==> src/rtl/hamming_pkg.sv <==
// Shared Hamming code geometry helpers used by the encoder pipeline and the matching decoder.
package hamming_pkg;

  localparam int MAX_DATA_W = 57;

  // Smallest P with 2^P >= data_w + P + 1.
  function automatic int calc_p(input int data_w);
    int p;
    p = 0;
    for (int k = 7; k >= 1; k--) begin
      if ((1 << k) >= data_w + k + 1) p = k;
    end
    return p;
  endfunction

  function automatic bit is_pow2(input int pos);
    return (pos > 0) && ((pos & (pos - 1)) == 0);
  endfunction

  // Hamming position of data bit j: the (j+1)-th non-power-of-2 position.
  function automatic int data_pos(input int j);
    int cnt;
    int res;
    cnt = 0;
    res = 0;
    for (int pos = 3; pos < 128; pos++) begin
      if (!is_pow2(pos)) begin
        if (cnt == j && res == 0) res = pos;
        cnt++;
      end
    end
    return res;
  endfunction

  function automatic int code_w(input int data_w, input int secded);
    return data_w + calc_p(data_w) + secded;
  endfunction

endpackage

==> src/rtl/hamming_parity_calc.sv <==
// Combinational Hamming parity generator: data word in, P even-parity check bits out.
module hamming_parity_calc
  import hamming_pkg::*;
#(
  parameter int  DATA_W = 4,
  localparam int P      = calc_p(DATA_W)
) (
  input  logic [DATA_W-1:0] data,
  output logic [P-1:0]      parity
);

  // Data bits whose Hamming position has bit i set feed check bit i.
  function automatic logic [DATA_W-1:0] cover_mask(input int i);
    logic [DATA_W-1:0] m;
    m = '0;
    for (int j = 0; j < DATA_W; j++) begin
      if (((data_pos(j) >> i) & 1) != 0) m[j] = 1'b1;
    end
    return m;
  endfunction

  genvar gi;
  generate
    for (gi = 0; gi < P; gi = gi + 1) begin : g_par
      localparam logic [DATA_W-1:0] COVER = cover_mask(gi);
      assign parity[gi] = ^(data & COVER);
    end
  endgenerate

endmodule

==> src/rtl/hamming_secded_enc_pipe.sv <==
// Two-stage valid/ready Hamming (SEC or SECDED) encoder with per-beat error injection
// and an emitted-word counter.
module hamming_secded_enc_pipe
  import hamming_pkg::*;
#(
  parameter int  DATA_W = 4,
  parameter int  SECDED = 1,
  parameter int  CNT_W  = 16,
  localparam int P      = calc_p(DATA_W),
  localparam int HAM_W  = DATA_W + P,
  localparam int CODE_W = code_w(DATA_W, SECDED)
) (
  input  logic              clk,
  input  logic              rst,
  input  logic              in_valid,
  output logic              in_ready,
  input  logic [DATA_W-1:0] in_data,
  input  logic [CODE_W-1:0] in_inj_mask,
  input  logic              inj_en,
  output logic              out_valid,
  input  logic              out_ready,
  output logic [CODE_W-1:0] out_code,
  output logic              out_injected,
  output logic [CNT_W-1:0]  word_count,
  input  logic              clr_count
);

  logic              s1_valid;
  logic [DATA_W-1:0] s1_data;
  logic [P-1:0]      s1_parity;
  logic [CODE_W-1:0] s1_mask;
  logic [P-1:0]      parity_next;
  logic [HAM_W-1:0]  ham;
  logic [CODE_W-1:0] clean_code;
  logic              s2_free;
  logic              s1_move;
  logic              in_fire;

  // A stage may load when empty or when its occupant leaves this cycle.
  assign s2_free  = !out_valid || out_ready;
  assign s1_move  = s1_valid && s2_free;
  assign in_ready = !s1_valid || s1_move;
  assign in_fire  = in_valid && in_ready;

  hamming_parity_calc #(
    .DATA_W(DATA_W)
  ) u_parity (
    .data  (in_data),
    .parity(parity_next)
  );

  always_ff @(posedge clk or posedge rst) begin
    if (rst) begin
      s1_valid  <= 1'b0;
      s1_data   <= '0;
      s1_parity <= '0;
      s1_mask   <= '0;
    end else if (in_fire) begin
      s1_valid  <= 1'b1;
      s1_data   <= in_data;
      s1_parity <= parity_next;
      s1_mask   <= inj_en ? in_inj_mask : '0;
    end else if (s1_move) begin
      s1_valid  <= 1'b0;
    end
  end

  // Position k lands on ham[k-1]; data index = k - 1 - (number of powers of 2 below k+1).
  genvar gi;
  generate
    for (gi = 1; gi <= HAM_W; gi = gi + 1) begin : g_pos
      if (is_pow2(gi)) begin : g_chk
        assign ham[gi-1] = s1_parity[$clog2(gi)];
      end else begin : g_dat
        assign ham[gi-1] = s1_data[gi - 1 - $clog2(gi + 1)];
      end
    end

    if (SECDED != 0) begin : g_secded
      assign clean_code = {^ham, ham};
    end else begin : g_sec
      assign clean_code = ham;
    end
  endgenerate

  always_ff @(posedge clk or posedge rst) begin
    if (rst) begin
      out_valid    <= 1'b0;
      out_code     <= '0;
      out_injected <= 1'b0;
    end else if (s2_free) begin
      out_valid <= s1_valid;
      if (s1_valid) begin
        out_code     <= clean_code ^ s1_mask;
        out_injected <= |s1_mask;
      end
    end
  end

  always_ff @(posedge clk or posedge rst) begin
    if (rst) begin
      word_count <= '0;
    end else if (clr_count) begin
      word_count <= '0;
    end else if (out_valid && out_ready) begin
      word_count <= word_count + CNT_W'(1);
    end
  end

endmodule

==> config.mk <==
export PLATFORM = sky130hd
export DESIGN_NAME = hamming_secded_enc_pipe
export DESIGN_NICKNAME = d
export VERILOG_FILES = /design/src/rtl/hamming_pkg.sv /design/src/rtl/hamming_parity_calc.sv /design/src/rtl/hamming_secded_enc_pipe.sv
export SDC_FILE = /design/constraint.sdc
export NUM_CORES = 1
export LEC_CHECK = 0
export CAP_MARGIN = 15
export CORE_AREA = 4 4 72 74
export CTS_CLUSTER_SIZE = 14
export DETAILED_ROUTE_END_ITERATION = 7
export DIE_AREA = 0 0 76 78
export GPL_ROUTABILITY_DRIVEN = 0
export GPL_TIMING_DRIVEN = 1
export PLACE_DENSITY = 0.71
export SETUP_SLACK_MARGIN = 0.1
export SYNTH_ARGS = -nofsm -noshare
export SYNTH_HDL_FRONTEND = slang
export SYNTH_SLANG_ARGS = --single-unit
==> constraint.sdc <==
create_clock -name clk -period 1.61 [get_ports clk]
set_clock_uncertainty 0.2 [all_clocks]
set_input_delay 0.161 -clock clk [delete_from_list [all_inputs] [get_ports clk]]
set_output_delay 0.161 -clock clk [all_outputs]
set_load 0.02 [all_outputs]
==> results of run 1 <==
==> cell families after synthesis <==
family	after synthesis	share of synthesized area
and+or+nand+nor	73	0.188
DFF	42	0.541
xor gates and xnor gates	28	0.126
AOI/OAI and AO/OA	32	0.0889
adders and majority gates	1	0.00644
muxes	5	0.0290
buffers and inverters	10	0.0200
==> layout make-up <==
cell class / instances / share of cell area
sequential: 42 / 0.375
multi-input combinational: 139 / 0.337
timing repair buffer: 69 / 0.218
clock buffer: 7 / 0.0305
tap: 54 / 0.0239
clock inverter: 1 / 0.0106
inverter: 3 / 0.00398
==> registers in the layout, indices dropped and copies added (netlist names) <==
name,count
out_code,8
out_injected,1
s1_parity,3
word_count,16
s1_data,4
s1_mask,8
out_valid,1
s1_valid,1
==> metrics by stage <==
stage	total power [W]	std cells
after floorplan	0.00171	191
after global placement	0.00200	304
after detailed placement	0.00202	304
after CTS	0.00281	314
after global routing	0.00293	315
final	0.00278	315
==> worst paths after layout <==
kind | to | startpoint | cells after the start
setup / recovery | word_count[13] | out_ready | 5
setup reg to reg | word_count[14] | word_count[6] | 4
min in group clk | s1_mask[3] | in_inj_mask[3] | 3
hold / removal | word_count[15] | rst | 3
max in group asynchronous | word_count[2] | rst | 3
hold reg to reg | out_injected | out_injected | 1
==> power by group through the flow <==
stage | combinational (W) | sequential (W) | clock [W]
3_5_place_dp | 0.000695 | 0.00132 | 0
5_1_grt | 0.000704 | 0.00132 | 0.000914
3_3_place_gp | 0.000680 | 0.00132 | 0
2_1_floorplan | 0.000318 | 0.00139 | 0
6_report | 0.000635 | 0.00129 | 0.000854
4_1_cts | 0.000647 | 0.00130 | 0.000866
==> layer usage <==
metal / share of wire / GRT usage / vias to the layer above
met3: 0.060 / 0.0348 / 8
met4: 0.021 / 0.0374 / 0
met2: 0.50 / 0.253 / 51
li1: - / - / 787
met5: 0 / 0 / -
met1: 0.42 / 0.157 / 747
==> cell usage after synthesis (all sizes together), types with 3 or more instances <==
cell / number
a21oi: 7
and4: 3
clkbuf: 5
dfrtp: 42
inv: 3
mux2: 5
nand2: 37
nand3: 7
nor2: 10
nor4: 3
o21ai: 20
o31ai: 4
or4: 4
xnor2: 19
xor2: 9
==> worst register-to-register path, stage by stage (launching register included) <==
cell,delay [ps]
dfrtp_2,360
and4_4,300
nand2_8,90
or4_4,520
a21oi_2,140
==> placed cells by master, fill, tap and decap left out, types with 9 or more instances in the layout <==
| cell type | instances |
|---|---|
| dfrtp_2 | 9 |
| dfrtp_1 | 33 |
| o21ai_0 | 9 |
| clkdlybuf4s50_1 | 17 |
| nor2_1 | 10 |
| xor2_1 | 9 |
| buf_4 | 21 |
| nand2_1 | 30 |
| o21ai_1 | 11 |
| xnor2_1 | 19 |
| dlygate4sd2_1 | 16 |
==> what timing repair did <==
item / 4_1_cts / 5_1_grt
cloned: 0 / 0
pin swaps: 3 / 9
setup buffers: 2 / 1
gates resized for setup: 43 / 20
setup endpoints to repair: 37 / 24
==> flow_summary_export.csv, run 1 <==
group,metric,value,unit
run_status,status,"complete, but fails checks",
run_status,violations,"negative setup slack",
timing,fin_ws,-67.1,ps
place,pre_cts_ws,-302,ps
synth,synth_ff_type,"dfrtp_1",
pwr,switching_share,0.277,
clocking,cts.path.max_buffers,2,
critical_path,worstPathRequired,1620,ps
pwr,combPwrFrac,0.228,
drt,routed_via_density,5.06,
synth,syn_area,0.00194,mm²
synth,ys_ff_latch,42,
critical_path,path_cells,"clkdlybuf4s50_1 -> and4_4 -> nand2_4 -> or4_4 -> a21oi_2",
timing,hold_slack,23.6,ps
global_routing,grt_use_total,0.138,
pwr,p_int,0.00201,W
critical_path,endpoint_kind,"flip-flop",
clocking,clock-root-buffer,"clkbuf_8",
synth,avgSynthCellArea,10.2,µm²
critical_path,start_kind,"primary input",
die,die_area,0.00593,mm²
drt,dr.pass1.iters,4,
drt,vias,1593,
clocking,cts_buffers,5,
finish,multi_input_area,953,µm²
drt,wirelength,4190,µm
global_routing,grt_pass1_wl,6780,µm
synth,synth_nets,210,
pwr,power_frac_clock,0.307,
place,place_area,0.00267,mm²
pwr,peakVddDrop,0.000663,V
clocking,clock_latency,290,ps
timing,slew_headroom,0.803,
pwr,pwr-share-seq,0.465,
clocking,clk_pin_slew,70,ps
place,port_buffers,44,
finish,syn_to_final_growth,45.7,%
synth,ys_types,28,
finish,regArea,0.00106,mm²
drt,drtAntennaViolNets,0,
finish,final_area,0.00283,mm²
die,io_pins,45,
drt,drt_iter0_markers,52,
synth,yosys_warnings,0,
pwr,p_leak,1.28,nW
timing,setup-tns-final,-194,ps
global_routing,grt_pass1_vias,1564,
synth,ys_top_cells_by_area,"dfrtp_1, xnor2_1, nand2_1",
synth,yosys.area.top_type,"dfrtp_1",
timing,fin_crit_sh,1.04,
pwr,power_switching,0.000772,W
die,initial_core_util,0.422,
job,maxCapViolCount,0,
timing,report.final.slew_viol_count,0,
timing,fin_crit,1680,ps
critical_path,critPathMaxStageDelay,550,ps
critical_path,cp.arrival,1690,ps
pwr,p_per_area,984,mW/mm²
finish,fin_nets,279,
critical_path,crit_family,"simple AND/OR/NAND/NOR gates",
die,std_cell_rows,25,
timing,timing.fmax,0.596,GHz
min_path,hold_path.class,"primary input to async pin",
critical_path,r2r_slack,-60,ps
synth,synth_seq_area_share,0.541,
drt,drcViolationCount,0,
die,die_h,78,µm
global_routing,grt_max_degree,43,
critical_path,crit_type,"primary input to flip-flop",
timing,worst_slew_pin_slew,292,ps
synth,synth_edf_count,0,
finish,diodes,0,
clocking,cts_tree,"done",
clocking,hold_buffers,0,
timing,finalSetupViolCount,5,
timing,finalHoldViolCount,0,
place,dpl.hpwl,3020,µm
global_routing,grt_overflow_total,0,
drt,wire_per_inst,13.3,µm
synth,synth_cells,191,
clocking,cts.sinks,42,
global_routing,antenna_found_initial,0,
synth,synth_top_area_share,0.541,
die,die_width,76,µm
critical_path,crit_path_top_delay_cell,"clkdlybuf4s50_1",
critical_path,critPathBufInv,1,
finish,postLayoutCoreUtil,0.615,
synth,async_flop_share,1.00,
finish,drive_above_1_share,0.276,
finish,n_fill_cell,393,
critical_path,worstPathMaxFanout,8,
clocking,htreeDepth,2,
die,core,0.00460,mm²
timing,rsz0062_at_grt,"true",
(Power assumes the default switching activity.)
==> inputs of run 2 (changes only) <==
- CORE_AREA: 4 4 72 74 -> 2 2 70 72
- CTS_CLUSTER_DIAMETER: not set -> 30
- DIE_AREA: 0 0 76 78 -> 0 0 72 74
==> run 2 against run 1 <==
  * The run still ends with negative setup slack left
  * Critical path depth stayed put
  * Sequential cell count stayed put
  * Sequential share of layout area is 1.6 points lower
  * Register-to-register slack better by 20 ps
  * Worst setup slack better by 26 ps
  * Global-route usage is 2.3 points higher
  * First-iteration DRC count is 5.8% lower
  * Count of clock-buffer cells in the layout stayed put
  * Routed wire length is 1.4% lower
  * Clock power is 20% lower
  * Core utilization is 2.7 points higher
==> flow_summary_export.csv, run 2 (synthesized netlist as in run 1, its figures left out) <==
group,metric,value,unit
run_status,status,"complete, but fails checks",
run_status,violations,"negative setup slack",
pwr,power_switching,0.000798,W
global_routing,grt_pass1_wl,6520,µm
timing,hold_slack,23.7,ps
pwr,p_leak,1.37,nW
clocking,htreeDepth,2,
die,initial_core_util,0.422,
critical_path,worstPathRequired,1630,ps
pwr,p_int,0.00189,W
timing,fin_ws,-40.7,ps
timing,fin_crit_sh,1.03,
clocking,hold_buffers,0,
timing,fin_crit,1650,ps
clocking,clk_pin_slew,80,ps
finish,layout_commonest_cell,"dfrtp_1",
timing,report.final.slew_viol_count,0,
die,std_cell_rows,25,
die,die_h,74,µm
timing,timing.fmax,0.606,GHz
critical_path,crit_path_top_delay_cell,"or4_4",
pwr,peakVddDrop,0.000501,V
global_routing,grt_max_degree,43,
drt,drtAntennaViolNets,0,
place,placed_cells,308,
job,maxCapViolCount,0,
die,die_width,72,µm
die,io_pins,45,
min_path,hold_path.class,"primary input to async pin",
critical_path,crit_type,"flip-flop to flip-flop",
pwr,power,0.00269,W
drt,routed_via_density,4.98,
global_routing,grt_use_total,0.161,
global_routing,grt_pass1_vias,1444,
finish,largest_reg_flops,16,
die,core,0.00460,mm²
finish,layout_common_cells,"dfrtp_1, buf_4, nand2_1",
drt,drt_iter0_markers,49,
pwr,switching_share,0.297,
finish,regMostFlops,"word_count",
timing,finalHoldViolCount,0,
drt,wire_per_inst,12.8,µm
clocking,cts_tree,"done",
pwr,power_frac_clock,0.255,
critical_path,critPathMaxStageDelay,420,ps
clocking,clock_latency,290,ps
critical_path,start_kind,"flip-flop",
global_routing,antenna_found_initial,0,
drt,vias,1609,
critical_path,critPathBufInv,0,
pwr,p_per_area,911,mW/mm²
global_routing,grt_overflow_total,0,
clocking,cts_buffers,5,
drt,dr.pass1.iters,4,
drt,wirelength,4130,µm
drt,drcViolationCount,0,
pwr,combPwrFrac,0.259,
finish,reg.largest.list,"word_count: 16 flops, out_code: 8 flops, s1_mask: 8 flops",
critical_path,path_cells,"ha_4 -> and4_4 -> nand2_2 -> or4_4 -> a21oi_2",
critical_path,crit_family,"simple AND/OR/NAND/NOR gates",
critical_path,worstPathMaxFanout,3,
finish,drive_above_1_share,0.368,
clocking,cts.sinks,42,
finish,diodes,0,
finish,syn_to_final_growth,52.0,%
finish,final_cells,323,
finish,fin_nets,287,
clocking,clock-root-buffer,"clkbuf_8",
timing,worst_slew_pin_slew,339,ps
die,die_area,0.00533,mm²
place,port_buffers,44,
critical_path,endpoint_kind,"flip-flop",
critical_path,cp.arrival,1670,ps
timing,rsz0062_at_grt,"true",
pwr,pwr-share-seq,0.486,
timing,slew_headroom,0.772,
place,dpl.hpwl,2930,µm
timing,finalSetupViolCount,5,
clocking,cts.path.max_buffers,2,
## run 2: cell types whose count changed in the layout (fill, tap and decap cells not counted), moves of 4 or more
cell / before / now
o21ai_1: 11 / 6
buf_6: 2 / 6
nand2_1: 30 / 20
o21ai_2: 0 / 5
nand2_2: 4 / 10
nand2_4: 2 / 6
## run 2: final timing paths
| check | start | to | slack (ps) | depth (start not counted) |
|---|---|---|---|---|
| min reg2reg | out_injected | out_injected | 280 | 1 |
| max reg2reg | word_count[1] | word_count[14] | -40 | 5 |
| min | rst | out_code[1] | 20 | 3 |
| min in group clk | in_inj_mask[1] | s1_mask[1] | 210 | 3 |
| max in group asynchronous | rst | out_valid | 970 | 3 |
| max | word_count[1] | word_count[14] | -40 | 5 |
## run 2: stage by stage
| stage | setup WS (ps) | TNS, ps | util | area (µm²) |
|---|---|---|---|---|
| global placement | -275 | -5030 | 0.585 | 2690 |
| detailed placement | -334 | -5820 | 0.585 | 2690 |
| finish | -40.7 | -161 | 0.642 | 2950 |
| global route | -115 | -566 | 0.642 | 2950 |
| floorplan | -113 | -381 | - | 2030 |
| CTS | -33.3 | -120 | 0.608 | 2790 |
## run 2: layout make-up
class                           instances  area [µm²]
Clock buffer                            7        86.3
Clock inverter                          1        5.00
Fill cell                             372        1650
Inverter                                3        11.3
Multi-Input combinational cell        139        1020
Sequential cell                        42        1060
Tap cell                               54        67.6
Timing Repair Buffer                   77         694
## run 2: power groups by stage
stage / combinational [W] / clock [W] / sequential, W
3_5_place_dp: 0.000698 / 0 / 0.00132
4_1_cts: 0.000645 / 0.000708 / 0.00130
5_1_grt: 0.000767 / 0.000762 / 0.00132
3_3_place_gp: 0.000682 / 0 / 0.00132
6_report: 0.000696 / 0.000685 / 0.00131
2_1_floorplan: 0.000318 / 0 / 0.00139
## run 2: routing by layer
metal / global-route usage / vias up / wire length, µm
li1: - / 805 / -
met1: 0.193 / 750 / 1750
met2: 0.282 / 48 / 2140
met3: 0.0420 / 6 / 189
met4: 0.0566 / 0 / 53
met5: 0 / - / 0
## run 2: worst register-to-register path: cells and delay by family (launching register included)
family / cells / cell delay [ps]
compound gates: 1 / 120
fa+ha+maj: 1 / 140
flops: 1 / 400
simple gates: 3 / 730
## run 2: timing repair
item                       in CTS  in global routing
setup endpoints to repair      39                 23
gates resized for setup        45                 52
pin swaps                       9                 17
gates cloned                    0                  1
buffers inserted                3                  3
hold endpoints to repair        0                  0
